$ cat src/rtl/sr_icache_ctrl_pkg.sv
// Shared types and default geometry for the sr_icache_ctrl instruction cache.
// Optional feature macro used by the top: SR_ICACHE_PERF_EN (hit/miss counters).
package sr_icache_ctrl_pkg;

    // Default geometry: byte address width, words per line, number of lines
    localparam int DEF_ADDR_W     = 32;
    localparam int DEF_LINE_WORDS = 4;
    localparam int DEF_LINES      = 16;

    // Controller states
    typedef enum logic [1:0] {
        ST_IDLE   = 2'd0,
        ST_LOOKUP = 2'd1,
        ST_REFILL = 2'd2,
        ST_RESP   = 2'd3
    } ic_state_e;

    // Tag width left over after word offset, line index and byte offset
    function automatic int tag_width(input int addr_w, input int line_words, input int lines);
        return addr_w - $clog2(lines) - $clog2(line_words) - 2;
    endfunction

endpackage

$ cat src/rtl/sr_icache_ctrl_ram.sv
// Tag/valid/data storage for the direct-mapped instruction cache.
// Synchronous read of a whole line (valid, tag, all words); per-word write,
// tag commit that also sets the line valid, and a global valid clear.
module sr_icache_ctrl_ram #(
    parameter int LINES      = 16,
    parameter int LINE_WORDS = 4,
    parameter int TAG_W      = 24,
    parameter int IDX_W      = $clog2(LINES),
    parameter int OFF_W      = $clog2(LINE_WORDS)
) (
    input  logic                        clk,
    input  logic                        rst_n,
    input  logic                        rd_en,
    input  logic [IDX_W-1:0]            rd_idx,
    output logic                        rd_valid,
    output logic [TAG_W-1:0]            rd_tag,
    output logic [LINE_WORDS-1:0][31:0] rd_line,
    input  logic                        wr_en,
    input  logic [IDX_W-1:0]            wr_idx,
    input  logic [OFF_W-1:0]            wr_off,
    input  logic [31:0]                 wr_data,
    input  logic                        tag_we,
    input  logic [TAG_W-1:0]            tag_wdata,
    input  logic                        clr_all
);

    logic [LINES-1:0]                valid_q;
    logic [TAG_W-1:0]                tag_q  [LINES];
    logic [LINE_WORDS-1:0][31:0]     data_q [LINES];

    // Valid bits: cleared by reset or invalidate, set when a refill commits its tag
    always_ff @(posedge clk or negedge rst_n) begin
        if (!rst_n) begin
            valid_q <= '0;
        end else if (clr_all) begin
            valid_q <= '0;
        end else if (tag_we) begin
            valid_q[wr_idx] <= 1'b1;
        end
    end

    // Tag and data storage; contents are meaningless until the valid bit is set
    always_ff @(posedge clk) begin
        if (wr_en) begin
            data_q[wr_idx][wr_off] <= wr_data;
        end
        if (tag_we) begin
            tag_q[wr_idx] <= tag_wdata;
        end
    end

    // Registered read port: one-cycle lookup latency
    always_ff @(posedge clk or negedge rst_n) begin
        if (!rst_n) begin
            rd_valid <= 1'b0;
            rd_tag   <= '0;
            rd_line  <= '0;
        end else if (rd_en) begin
            rd_valid <= valid_q[rd_idx];
            rd_tag   <= tag_q[rd_idx];
            rd_line  <= data_q[rd_idx];
        end
    end

endmodule

$ cat src/rtl/sr_icache_ctrl.sv
// Direct-mapped instruction-cache controller between the CPU fetch port and
// instruction memory. Hit: array read in IDLE, compare in LOOKUP, word out in RESP.
// Miss: full line refilled word 0..LINE_WORDS-1 with one outstanding request.
// Handshakes: im_req is held with im_addr stable until the one-cycle im_drdy pulse;
// mem_req is held with mem_addr stable until a cycle with mem_rvalid=1 completes it.
// Optional feature: define SR_ICACHE_PERF_EN to add hit_cnt/miss_cnt ports.
module sr_icache_ctrl
    import sr_icache_ctrl_pkg::*;
#(
    parameter int ADDR_W     = DEF_ADDR_W,
    parameter int LINE_WORDS = DEF_LINE_WORDS,
    parameter int LINES      = DEF_LINES
) (
    input  logic              clk,
    input  logic              rst_n,
    input  logic              im_req,
    input  logic [ADDR_W-1:0] im_addr,
    output logic [31:0]       im_rdata,
    output logic              im_drdy,
    input  logic              icache_inv,
    output logic              mem_req,
    output logic [ADDR_W-1:0] mem_addr,
    input  logic              mem_rvalid,
    input  logic [31:0]       mem_rdata
`ifdef SR_ICACHE_PERF_EN
    ,
    output logic [31:0]       hit_cnt,
    output logic [31:0]       miss_cnt
`endif
);

    localparam int OFF_W = $clog2(LINE_WORDS);
    localparam int IDX_W = $clog2(LINES);
    localparam int TAG_W = tag_width(ADDR_W, LINE_WORDS, LINES);

    ic_state_e                   state;
    logic [ADDR_W-3:0]           req_addr;   // latched word address of the pending fetch
    logic [OFF_W-1:0]            cnt;        // refill word counter
    logic                        inv_pend;   // invalidate seen while busy

    logic [OFF_W-1:0]            req_off;
    logic [IDX_W-1:0]            req_idx;
    logic [TAG_W-1:0]            req_tag;
    logic                        rd_en;
    logic                        rd_valid;
    logic [TAG_W-1:0]            rd_tag;
    logic [LINE_WORDS-1:0][31:0] rd_line;
    logic                        hit;
    logic                        wr_en;
    logic                        last_word;
    logic                        tag_we;
    logic                        clr_all;

    // Byte-offset bits of the fetch address carry no information
    wire unused_byte_bits = &{1'b0, im_addr[1:0]};

    assign req_off   = req_addr[OFF_W-1:0];
    assign req_idx   = req_addr[IDX_W+OFF_W-1:OFF_W];
    assign req_tag   = req_addr[ADDR_W-3:IDX_W+OFF_W];
    assign hit       = rd_valid && (rd_tag == req_tag);
    assign last_word = (cnt == OFF_W'(LINE_WORDS - 1));

    // Array read is skipped when an invalidate arrives with the request; the request is retried
    assign rd_en   = (state == ST_IDLE) && im_req && !icache_inv;
    assign wr_en   = (state == ST_REFILL) && mem_rvalid;
    assign tag_we  = wr_en && last_word;
    // Clear in IDLE immediately, otherwise on the way out of RESP so the fetch in flight completes
    assign clr_all = ((state == ST_IDLE) && icache_inv) ||
                     ((state == ST_RESP) && (inv_pend || icache_inv));

    sr_icache_ctrl_ram #(
        .LINES      (LINES),
        .LINE_WORDS (LINE_WORDS),
        .TAG_W      (TAG_W),
        .IDX_W      (IDX_W),
        .OFF_W      (OFF_W)
    ) u_ram (
        .clk       (clk),
        .rst_n     (rst_n),
        .rd_en     (rd_en),
        .rd_idx    (im_addr[IDX_W+OFF_W+1:OFF_W+2]),
        .rd_valid  (rd_valid),
        .rd_tag    (rd_tag),
        .rd_line   (rd_line),
        .wr_en     (wr_en),
        .wr_idx    (req_idx),
        .wr_off    (cnt),
        .wr_data   (mem_rdata),
        .tag_we    (tag_we),
        .tag_wdata (req_tag),
        .clr_all   (clr_all)
    );

    // Control FSM with registered CPU- and memory-side outputs
    always_ff @(posedge clk or negedge rst_n) begin
        if (!rst_n) begin
            state    <= ST_IDLE;
            im_drdy  <= 1'b0;
            im_rdata <= '0;
            mem_req  <= 1'b0;
            mem_addr <= '0;
            inv_pend <= 1'b0;
            cnt      <= '0;
            req_addr <= '0;
        end else begin
            im_drdy <= 1'b0;
            unique case (state)
                ST_IDLE: begin
                    if (rd_en) begin
                        req_addr <= im_addr[ADDR_W-1:2];
                        state    <= ST_LOOKUP;
                    end
                end
                ST_LOOKUP: begin
                    if (icache_inv) inv_pend <= 1'b1;
                    if (hit) begin
                        im_rdata <= rd_line[req_off];
                        im_drdy  <= 1'b1;
                        state    <= ST_RESP;
                    end else begin
                        cnt      <= '0;
                        mem_addr <= {req_addr[ADDR_W-3:OFF_W], {(OFF_W+2){1'b0}}};
                        mem_req  <= 1'b1;
                        state    <= ST_REFILL;
                    end
                end
                ST_REFILL: begin
                    if (icache_inv) inv_pend <= 1'b1;
                    if (mem_rvalid) begin
                        if (cnt == req_off) im_rdata <= mem_rdata;
                        if (last_word) begin
                            mem_req <= 1'b0;
                            im_drdy <= 1'b1;
                            state   <= ST_RESP;
                        end else begin
                            cnt      <= cnt + 1'b1;
                            mem_addr <= mem_addr + ADDR_W'(4);
                        end
                    end
                end
                ST_RESP: begin
                    inv_pend <= 1'b0;
                    state    <= ST_IDLE;
                end
                default: state <= ST_IDLE;
            endcase
        end
    end

`ifdef SR_ICACHE_PERF_EN
    // Hit/miss counters, one count per lookup, free-running wrap
    always_ff @(posedge clk or negedge rst_n) begin
        if (!rst_n) begin
            hit_cnt  <= '0;
            miss_cnt <= '0;
        end else if (state == ST_LOOKUP) begin
            if (hit) hit_cnt  <= hit_cnt + 32'd1;
            else     miss_cnt <= miss_cnt + 32'd1;
        end
    end
`endif

endmodule
$ cat config.mk
export PLATFORM = sky130hd
export DESIGN_NAME = sr_icache_ctrl
export DESIGN_NICKNAME = d
export VERILOG_FILES = /design/src/rtl/sr_icache_ctrl_pkg.sv /design/src/rtl/sr_icache_ctrl_ram.sv /design/src/rtl/sr_icache_ctrl.sv
export SDC_FILE = /design/constraint.sdc
export NUM_CORES = 2
export LEC_CHECK = 0
export BUFFER_PORTS_ARGS = -buffer_cell sky130_fd_sc_hd__buf_2
export CORE_MARGIN = 2
export CORE_UTILIZATION = 60
export CTS_BUF_LIST = sky130_fd_sc_hd__clkbuf_4 sky130_fd_sc_hd__clkbuf_8 sky130_fd_sc_hd__clkbuf_16
export DETAILED_ROUTE_END_ITERATION = 6
export HOLD_SLACK_MARGIN = 0.12
export PLACE_DENSITY = 0.86
export SYNTH_ARGS = -nofsm -noshare
export SYNTH_HDL_FRONTEND = slang
export SYNTH_HIERARCHICAL = 1
export SYNTH_SLANG_ARGS = --single-unit
$ cat constraint.sdc
create_clock -name clk -period 8 [get_ports clk]
set_input_delay 2.4 -clock clk [delete_from_list [all_inputs] [get_ports clk]]
set_output_delay 2.4 -clock clk [all_outputs]
set_load 0.05 [all_outputs]
==> results.md <==
- IO Pins: approximately 140
- Synth warn: 6
- RSZ-0062 raised after global routing: false
- WL final: 297000 µm
- GRT met3 Usage: 9.59%
- Crit path time final: 5900 ps
- Longest Clk Path Bufs: 3
- Yosys top cell by area: edfxtp_1
- Critical path cell sequence: buf_2, nand3b_1, inv_8, buf_4, buf_4, nor2_1, a221oi_1
- EDFF count, synth: 2432
- Commonest cells post-synth: 2432 x edfxtp_1, 506 x mux2i_1, 442 x mux4_2
- Sum Neg Setup Slack: 0 ps
- WP data required: 8740 ps
- Yosys top cell area share: 70.3%
- FP Rows: 152
- Detailed-route via count: 58900
- Final setup violating endpoints: 0
- Outcome: finished, final reports clean
- Buffers on Ports: 130
- Initial antenna violation count: 35
- Crit start category: primary input
- Clock Power Share: 35.9%
- CTS Buf Count: between 200 and 250
- Switch share: 27.8%
- Reg area: 79700 µm²
- CTS tree: yes
- Critical path's slowest cell: inv_8
- Unique masters post-synth: 55
- Psw: 9600 µW
- Grt met1 use: between 40% and 50%
- Die X: 420 µm
- Nets: ~5500
- Final hold violation count: 0
- RePlAce Congestion: 0.877
- Number of nets still failing antenna checks after routing: 0
- Grt ovf: 0
- Met2 Usage GRT: a little over half
- Fraction of registers with async set/reset: 9.93%
- CP peak stage delay: 980 ps
- Clock Pin Slew Worst Setup and Hold Paths: 70 ps
- Number of global-route vias before repair: 59700
- Top-count cell post-synth: edfxtp_1
- Pint: 25000 µW
- Worst-path fanout max: between 100 and 150
- Worst Skew: 68.4 ps
- Post-CTS Setup Bufs: 0
- Gr busiest metal: met2
- Buffer and inverter count on the worst path: 4
- Power density cells: 297 nW/µm²
- Worst slew margin: between 10 and 15%
- Largest cells by area after synthesis: edfxtp_1 70%, mux4_2 9.6%, dfrtp_1 6.5%
- H-tree levels: 4
- FMAX: 0.170 GHz
- Cells after Synth: 5264
- Worst Path Arrival: 6640 ps
- Synth Register Bits: 2700
- TritonRoute pass-1 iters: 6
- Total GRT Usage: 33.7%
- First-pass GRT wire length: 420000 µm
- Post-route cell area: roughly 120000 µm²
- Area of the multi-input gates: 23000 µm²
- Dominant synthesized flop cell: edfxtp_1
- Post-CTS Resized: 0
- Maxcap violations: 0
- Top delay family on crit path: buffers and inverters
- CTS Hold Bufs: 0
- CTS root buf: clkbuf_16
- Core area: 172000 µm²
- Most common cell on crit path: buf_4
- Worst Setup Path Type: in -> reg
- Starting Density: 60.5%
- Crit share post-route: 73.7%
- Post-DP HPWL: 146000 µm
- Flop pwr share: between 50 and 60%
- Seq/Total Area, Yosys: 76.7%
- DIE HEIGHT: 420 µm
- Avg Synthesized Cell Area: 19.7 µm²
- Critical Path End Type: flip-flop
- Share of layout cells above drive strength 1: 22.2%
- Slew @ Worst Pin: 1330 ps
- Final Max Slew Viols: 0
- Area delta synth->final: 11.8%
- Comb power frac: 13.0%
- Leakage: 0.0387 µW
- Post-DP Area: 108000 µm²
- DR DRC count: 0
- 1st-iter DRT viols: 10400
- Worst-Skew Late Latency: 890 ps
- Die area: 177000 µm²
- Vias per inst: around 7.4
- DR WL/cell: approximately 37 µm
- Peak VDD IR: about 0.22 mV
- Sink Count: 2700
- Worst Hold Class: reg -> reg
- Fill cells: 9801
- Post-Syn Area: 104000 µm²
- Largest net degree at the start of global routing: approximately 140
-- stage by stage --
stage               util, %  hold WS [ps]  worst slack (ps)  total power (µW)  std cells
floorplan                 -           457              2710             20000       5265
global placement       62.5           474              1860             21700       7509
detailed placement     62.5           490              1680             22000       7509
CTS                    67.6           503              2400             34400       7969
global route           67.6           532              2240             35200       7978
finish                 67.6           503              2100             34600       7985
-- power groups by stage --
stage / combinational (µW) / sequential (µW) / clock, µW
after floorplan: 2360 / 17700 / 0
after global placement: 4040 / 17700 / 0
after detailed placement: 4220 / 17800 / 0
after CTS: 4380 / 17500 / 12400
after global routing: 4670 / 17700 / 12900
final: 4490 / 17700 / 12400
-- path summary, 6_finish.rpt --
kind / startpoint / to / slack, ps / cells after the start
setup reg to reg: state[0] / u_ram/rd_line[122] / 2990 / 8
hold / removal: mem_addr[31] / mem_addr[31] / 500 / 1
hold reg to reg: mem_addr[31] / mem_addr[31] / 500 / 1
min in group asynchronous: rst_n / u_ram/rd_tag[2] / 1640 / 1
max in group asynchronous: rst_n / u_ram/rd_line[47] / 5060 / 2
setup / recovery: icache_inv / u_ram/rd_line[122] / 2100 / 7
-- placed cells by master, fill, tap and decap left out, drive strengths merged, types with 20 or more instances in the layout --
cell type  netlist  final
a211oi          56     56
a21oi           63     63
a221oi          56     56
a31oi           50     50
buf            194    256
bufinv           0     29
clkbuf         128    347
clkinv           0     69
dfrtp          268    268
edfxtp        2432   2432
inv             14     20
mux2i          506    506
mux4           442    442
nand2          187    187
nand3           25     25
nor2           269    269
nor2b           54     54
nor3            21     21
o21ai           22     22
o22ai          258    258
o32ai           95     95
-- routing by layer --
metal / up-vias / share of wire [%] / wire length, µm
li1: 21900 / - / -
met1: 29600 / 31 / 91200
met2: 5960 / 48 / 141000
met3: 1347 / 14 / 42800
met4: 20 / 7.1 / 21000
met5: - / 0.048 / 141
-- cell type report --
cell class              instances  area share (%)
clock buffers                 347            6.15
diodes                         16          0.0345
inverters                      14          0.0517
repair buffers                256            1.59
flip-flops and latches       2700            68.6
multi-input cells            2229            19.8
clock inverters               113            1.28
well taps                    2310            2.49
-- logic make-up (layout without fill, tap and decap cells) --
group,count (synthesis),count (layout),synth area share [%]
AO/OA/AOI/OAI,628,628,4.21
XOR/XNOR,26,26,0.219
adder cells (fa/ha/maj),7,7,0.0843
buffers and inverters,336,730,1.71
flip-flops,2700,2700,76.7
multiplexers,954,954,14.5
other,1,18,0.00361
AND/OR/NAND/NOR,612,612,2.55
-- registers in the layout (all words and copies together) (netlist names), 16 cells and up --
signal,flops
u_ram/rd_line,128
u_ram/valid_q,16
u_ram/rd_tag,24
im_rdata,32
u_ram/data_q,2048
req_addr,30
u_ram/tag_q,384
mem_addr,30
(Power assumes the default switching activity.)
